### src/rtl/fft_peak_detect.sv
// fft_peak_detect
//   Snoops histogram writes from process_fft and finds, per FFT frame, the
//   strongest bin inside [MIN_BIN, MAX_BIN]. The frame result is qualified
//   with an amplitude threshold and a multi-frame stability counter.
//
// Ports
//   clk          104 MHz system clock (process_fft domain)
//   reset_n      asynchronous active-low reset
//   hwe          histogram write strobe
//   haddr        histogram write address (bits [10:0] used)
//   hdata        histogram write data, unsigned bin magnitude
//   peak_valid   one-cycle pulse when the frame result updates
//   peak_bin     bin index of the frame maximum
//   peak_mag     magnitude at peak_bin
//   note_present peak_mag >= THRESH
//   note_stable  note held for STABLE_FRAMES consecutive frames
//   stable_count consecutive-match count, saturating at STABLE_FRAMES
//   frame_err    one-cycle pulse when a frame is aborted by an early address 0
//
// state  | meaning
// -------+---------------------------------------------------------------
// IDLE   | waiting for an address-0 write to start a frame
// SCAN   | tracking the running maximum over the frame's writes
// REPORT | one cycle: publish result, update stability, accept next start
module fft_peak_detect #(
  parameter int unsigned MIN_BIN       = 2,
  parameter int unsigned MAX_BIN       = 511,
  parameter int unsigned LAST_ADDR     = 1023,
  parameter logic [15:0] THRESH        = 16'h0400,
  parameter int unsigned TOL           = 1,
  parameter int unsigned STABLE_FRAMES = 3
) (
  input  logic        clk,
  input  logic        reset_n,
  input  logic        hwe,
  input  logic [11:0] haddr,
  input  logic [15:0] hdata,
  output logic        peak_valid,
  output logic [10:0] peak_bin,
  output logic [15:0] peak_mag,
  output logic        note_present,
  output logic        note_stable,
  output logic [3:0]  stable_count,
  output logic        frame_err
);

  localparam logic [10:0] MIN_B  = MIN_BIN[10:0];
  localparam logic [10:0] MAX_B  = MAX_BIN[10:0];
  localparam logic [10:0] LAST_A = LAST_ADDR[10:0];
  localparam logic [11:0] TOL_D  = TOL[11:0];
  localparam logic [3:0]  STAB_N = STABLE_FRAMES[3:0];

  typedef enum logic [1:0] {IDLE, SCAN, REPORT} state_t;

  state_t      state, state_next;
  logic [10:0] addr;
  logic        in_band;
  logic        clear_max;
  logic        sample;
  logic        abort;
  logic        do_report;
  logic [15:0] max_mag;
  logic [10:0] max_bin;
  logic [10:0] prev_bin;
  logic [15:0] base_mag;
  logic        present_next;
  logic signed [11:0] bin_diff;
  logic [11:0] bin_dist;
  logic [3:0]  count_next;
  logic        unused_haddr_msb;

  assign unused_haddr_msb = haddr[11];
  assign addr    = haddr[10:0];
  assign in_band = (addr >= MIN_B) && (addr <= MAX_B);

  always_ff @(posedge clk or negedge reset_n) begin
    if (!reset_n) state <= IDLE;
    else          state <= state_next;
  end

  always_comb begin
    state_next = state;
    clear_max  = 1'b0;
    sample     = 1'b0;
    abort      = 1'b0;
    do_report  = 1'b0;
    unique case (state)
      IDLE: begin
        if (hwe && addr == 11'd0) begin
          clear_max  = 1'b1;
          sample     = 1'b1;
          state_next = SCAN;
        end
      end
      SCAN: begin
        if (hwe) begin
          sample = 1'b1;
          if (addr == 11'd0) begin
            // restart: the address-0 write itself opens the new frame
            clear_max = 1'b1;
            abort     = 1'b1;
          end else if (addr == LAST_A) begin
            state_next = REPORT;
          end
        end
      end
      REPORT: begin
        do_report  = 1'b1;
        state_next = IDLE;
        if (hwe && addr == 11'd0) begin
          clear_max  = 1'b1;
          sample     = 1'b1;
          state_next = SCAN;
        end
      end
      default: state_next = IDLE;
    endcase
  end

  // A frame start compares against a cleared max in the same cycle, so the
  // start write can itself become the peak when MIN_BIN is 0.
  assign base_mag = clear_max ? 16'd0 : max_mag;

  always_ff @(posedge clk or negedge reset_n) begin
    if (!reset_n) begin
      max_mag <= 16'd0;
      max_bin <= 11'd0;
    end else if (sample && in_band && hdata > base_mag) begin
      max_mag <= hdata;
      max_bin <= addr;
    end else if (clear_max) begin
      max_mag <= 16'd0;
      max_bin <= MIN_B;
    end
  end

  // Stability evaluation uses the running max directly; in REPORT nothing
  // can have modified it yet, since a new start only lands at the clock edge.
  assign present_next = (max_mag >= THRESH);
  assign bin_diff     = $signed({1'b0, max_bin}) - $signed({1'b0, prev_bin});
  assign bin_dist     = bin_diff[11] ? $unsigned(-bin_diff) : $unsigned(bin_diff);

  always_comb begin
    count_next = 4'd0;
    if (present_next) begin
      if (bin_dist <= TOL_D)
        count_next = (stable_count >= STAB_N) ? STAB_N : stable_count + 4'd1;
      else
        count_next = 4'd1;
    end
  end

  always_ff @(posedge clk or negedge reset_n) begin
    if (!reset_n) begin
      peak_valid   <= 1'b0;
      peak_bin     <= 11'd0;
      peak_mag     <= 16'd0;
      note_present <= 1'b0;
      note_stable  <= 1'b0;
      stable_count <= 4'd0;
      prev_bin     <= 11'd0;
      frame_err    <= 1'b0;
    end else begin
      peak_valid <= do_report;
      frame_err  <= abort;
      if (do_report) begin
        peak_bin     <= max_bin;
        peak_mag     <= max_mag;
        note_present <= present_next;
        stable_count <= count_next;
        note_stable  <= (count_next == STAB_N);
        prev_bin     <= max_bin;
      end
    end
  end

endmodule

### config.mk
export PLATFORM = sky130hd
export DESIGN_NAME = fft_peak_detect
export DESIGN_NICKNAME = d
export VERILOG_FILES = /design/src/rtl/fft_peak_detect.sv
export SDC_FILE = /design/constraint.sdc
export NUM_CORES = 1
export LEC_CHECK = 0
export CAP_MARGIN = 20
export CORE_MARGIN = 4
export CORE_UTILIZATION = 48
export DETAILED_ROUTE_END_ITERATION = 8
export PLACE_DENSITY = 0.77
export SLEW_MARGIN = 5
export SYNTH_ARGS = -nofsm -noshare
export SYNTH_HDL_FRONTEND = slang
export SYNTH_SLANG_ARGS = --single-unit
### constraint.sdc
create_clock -name clk -period 2.8 [get_ports clk]
set_input_delay 0.42 -clock clk [delete_from_list [all_inputs] [get_ports clk]]
set_output_delay 0.42 -clock clk [all_outputs]
set_load 0.01 [all_outputs]
# Yosys cells after proc, flatten, opt, wreduce, memory -nomap -nowiden

Index checks and enable logic that the tools add are counted.

Bits in registers: 64
Input port bits: 31
Output and inout port bits: 35
Word-level logic and storage cells: 58

Add/subtract/negate cells: 3
Magnitude comparators: 6
Eq/ne operators: 8
Mux-type cells: 22
Reductions and logical operators: 9

Operators by type and width:

| cell                 | count |
|---|---|
| $mux 16              | 2 |
| $mux 11              | 2 |
| $ge 16x11->1 const B | 1 |
| $gt 16x16->1         | 1 |
| $le 12x1->1 const B  | 1 |
| $mux 12              | 1 |
| $mux 4               | 3 |
| $neg 12->12          | 1 |
| $sub 11x11->12       | 1 |
| $eq 11x10->1 const B | 1 |
| $ge 11x2->1 const B  | 1 |
| $le 11x9->1 const B  | 1 |
| $logic_not 11->1     | 1 |
| $mux 2               | 4 |
| $ne 2x2->1 const B   | 4 |
| $mux 1               | 7 |
| $pmux 2 s3           | 1 |
| $add 4x1->4 const B  | 1 |
| $eq 4x2->1 const B   | 1 |
| $ge 4x2->1 const B   | 1 |
| $logic_and 1x1->1    | 4 |
| $pmux 1 s2           | 2 |
| $reduce_and 4->1     | 1 |
| $eq 2x1->1 const B   | 1 |
| other kinds (4)      | 4 |

# Logic depth before layout (Yosys ltp)

Word-level depth: 8
Depth in mapped cells: 16
Mapped depth without buffers: 15

# Worst setup path after synthesis

No wires, ideal clock.

Path kind: input to register
Start point: input haddr[7]
End point: register max_mag[0]
Setup time: 0.125 ns
Data arrival time: 3.302 ns
Required time: 2.675 ns
Setup slack: -0.626 ns
Stages on the path: 13
Buffers on the path: 2
Path through: nor4_1 nand3_1 or3b_2 a21o_1 clkbuf_1 nand2_1 ha_1 nand2_1 nor4_1 o21ai_0 a31oi_1 clkbuf_1 mux2_2

Word-level cells in the longest chain between the ends: 8
Elaborated cells between the ends (all ways): 15
Classes of those cells: order compare (3); mux (7); reduce/logical (5)

Ends and longest elaborated chain:

| what                                               | line        | source |
|---|---|---|
| from (decl)                                        | 36          | `input logic [11:0] haddr,` |
| $logic_not 11->1                                   | 89, 98, 110 |  |
| $mux 1 / $logic_and 1x1->1 (equally long branches) | 98, 89, 110 |  |
| $mux 1 (on tied branches)                          | 96, 89, 110 |  |
| $pmux 1 s2                                         | 87          | `unique case (state)` |
| $mux 16                                            | n/a         |  |
| $gt 16x16->1                                       | 128         | `end else if (sample && in_band && hdata > base_mag) begin` |
| $logic_and 1x1->1                                  | 128         |  |
| $mux 16 *                                          | 128         |  |
| to (signal assigned)                               | 129         | `max_mag <= hdata;` |
| to (decl)                                          | 62          | `logic [15:0] max_mag;` |

Every way passes the cells marked *; elsewhere a longest branch is shown, timed or not.
A chain may end at the register's enable or synchronous reset.

# Final worst setup path

Start point: input haddr[5]
End point: register max_bin[1]

Word-level cells in the longest chain between the ends: 8
Elaborated cells between the ends (all ways): 16
Classes of those cells: order compare (3); mux (7); reduce/logical (6)

Ends and longest elaborated chain:

| what                                                | line        | source |
|---|---|---|
| $logic_not 11->1                                    | 89, 98, 110 |  |
| $mux 1 / $logic_and 1x1->1 (equally long branches)  | 98, 89, 110 |  |
| $mux 1 (on tied branches)                           | 96, 89, 110 |  |
| $pmux 1 s2                                          | 87          |  |
| $mux 16                                             | n/a         |  |
| $gt 16x16->1                                        | 128         |  |
| $logic_and 1x1->1                                   | 128         |  |
| $mux 11 / $reduce_bool 2->1 (equally long branches) | n/a         |  |
| to (signal assigned)                                | 130         | `max_bin <= addr;` |
| to (decl)                                           | 63          | `logic [10:0] max_bin;` |

Several ways; a longest one is shown, not always the timed one.

==> results.toml <==
[outcome]
status = "complete, but fails checks"
failed_checks = "negative setup slack"

[routing]
wl_mm = 12.5
drtIter0Drc = 252
via_count = 3878
route.detailed.drc = 0
wire_per_inst_microns = 18.6
vias_per_cell = 5.76
ant_nets = 0
first_pass_iters = 5

[cts]
numCtsBuffers = 9
cts_root_buf = "clkbuf_8"
cts_tree = "yes"
clock_sinks = 64
worstSkewPairLatency_ns = 0.35
htree_levels = 3
clk_path_buf_depth = 2
clk_pin_slew_ns = 0.08

[cells_and_area]
area_delta_synth_final_pct = 55.0
multi_input_area_sq_mm = 0.00249
num_antenna_cells = 0
layout_commonest_cell = "nand2_1"
most-common-layout-cells = "101 x nand2_1, 69 x buf_4, 64 x dfrtp_1, 53 x clkdlybuf4s50_1, 22 x ha_1"
final_area_sq_mm = 0.00587
final_util_pct = 76.4
nFillCells = 457
final_nets = 627
seqCellArea_sq_mm = 0.00160
drive_above_1_share_pct = 32.6

[setup_path]
cp_max_fo = 8
worstSetupStartpointType = "input pin"
path_class = "in2reg"
worstPathArrival_ns = 3.43
end_kind = "flip-flop"
required_ns = 3.04

[synthesis]
syn_inst = 428
synth-async-reset-ratio_pct = 100
synthFlopType = "dfrtp_1"
synth-edff-count = 0
synth_cell_types = 62
syn-num-nets = 489
yosysWarnings = 0
ys_ff_latch = 64
yosysSeqAreaShare_pct = 42.3
synthesis.area_sq_mm = 0.00379
syn-mean-instance-area_sq_um = 8.85

[global_route]
grt-ovfl-total = 0
track_usage_pct = 24.4
antenna_found_initial = 0
grt_pass1_vias = 3907
grt_max_degree = 65
grt_pass1_wl_mm = 18.5

[sta]
fin_crit_sh_pct = 114
slew_headroom_pct = 44.3
min_period_ns = 3.19
final_hold_viol_count = 0
maxSlewViolCount = 0
setup_tns_ns = -9.52
fmaxAchievable_mhz = 314
worst_slack_ns = -0.385
setup_violations = 30
tightest_slew_ns = 0.835
fin_skew_ns = 0.0109
rsz0062_at_grt = "true"

[pwr]
power.leakage_uw = 0.00274
total_power_uw = 5550
peakVddDrop_uv = 503
p_per_area_mw_per_mm2 = 945

[flow_run]
maxCapViolCount = 0

[hold_path]
hp-class = "in2async"

[placement]
place_ws_ns = -1.12
place_area_sq_mm = 0.00494
portBuffers = 64
hpwl_mm = 7.56
gp_congestion = 0.933

[floorplan]
die_w_microns = 96.8
die_h_microns = 96.8
rows = 32
die_area_sq_mm = 0.00938
coreArea_sq_mm = 0.00769
ioPinCount = 66
initial_core_util_pct = 49.3
## power breakdown
group	internal, uW	switching (uW)
sequential	1100	163
combinational	1580	1710
clock	593	400
total	3280	2270
## kinds of logic after synthesis
family | share of synthesized area, %
XOR/XNOR | 2.74
adder cells (fa/ha/maj) | 10.1
AND/OR/NAND/NOR | 23.5
multiplexers | 0.297
AO/OA/AOI/OAI | 17.1
buffers and inverters | 3.90
flip-flops | 42.3
## layer usage
layer	routed length [microns]	track usage, %	part of all wire (%)
met5	0	0	0
met4	474	11.9	3.8
met3	678	4.18	5.4
met2	6520	43.5	52
met1	4850	28.0	39
## registers in the layout, indices dropped and copies added (netlist names), 2 cells and up
| name | cells |
|---|---|
| max_mag | 16 |
| peak_mag | 16 |
| max_bin | 11 |
| prev_bin | 11 |
| stable_count | 4 |
| state | 2 |
## through the flow
stage	cells	hold WS (ns)
3_3_place_gp	633	0.451
6_report	673	0.245
4_1_cts	662	0.273
5_1_grt	673	0.327
3_5_place_dp	633	0.460
2_1_floorplan	428	0.124
## synthesized netlist by cell type (all sizes together), types with 7 or more instances
library cell | instances | share of area [%]
ha | 29 | 9.6
inv | 20 | 2.0
and2 | 10 | 1.7
clkbuf | 13 | 1.3
dfrtp | 64 | 42
o21a | 8 | 1.6
nor2 | 11 | 1.1
o21ai | 41 | 5.4
a21oi | 11 | 1.9
nand2 | 121 | 12
nor3 | 8 | 1.2
nor4 | 7 | 1.3
xor2 | 7 | 1.8
## final timing paths
path,start,end,slack [ns],cells after the start
max in group asynchronous,reset_n,prev_bin[3]$_DFFE_PN0P_,2.00,2
worst max-delay path,haddr[5],max_bin[1]$_DFFE_PN0P_,-0.39,18
worst min-delay path,reset_n,prev_bin[10]$_DFFE_PN0P_,0.25,2
worst min register to register,peak_mag[12]$_DFFE_PN0P_,peak_mag[12]$_DFFE_PN0P_,0.48,2
worst max register to register,prev_bin[2]$_DFFE_PN0P_,stable_count[0]$_DFFE_PN0P_,-0.16,12
min in group clk,haddr[5],max_bin[5]$_DFFE_PN0P_,0.39,4
## cell type report
cell class | instances | share of cell area (%)
inverter | 20 | 1.28
clock inverter | 7 | 2.05
sequential | 64 | 27.3
timing repair buffer | 143 | 22.7
multi-input combinational | 328 | 42.4
clock buffer | 9 | 2.11
tap | 102 | 2.17
## critical path: stages
cell and delay [ns]:
buf_8 0.10, nor4_4 0.27, nand3_1 0.13, or3b_4 0.40, a21o_1 0.21, buf_6 0.15, buf_4 0.14, nand2_1 0.09
ha_1 0.27, nand2_1 0.14, nor4_2 0.08, nand2_1 0.11, o2111ai_2 0.15, a31oi_4 0.25, buf_6 0.16, buf_12 0.14
a21oi_4 0.04, a21o_1 0.17
## timing repair
item	4_1_cts	5_1_grt
buffers inserted	10	11
gates cloned	3	0
endpoints found under the setup margin	30	30
hold buffers	0	0
pin swaps	41	37
resized for setup	101	51
No activity file was read; power rests on OpenSTA's default activity.
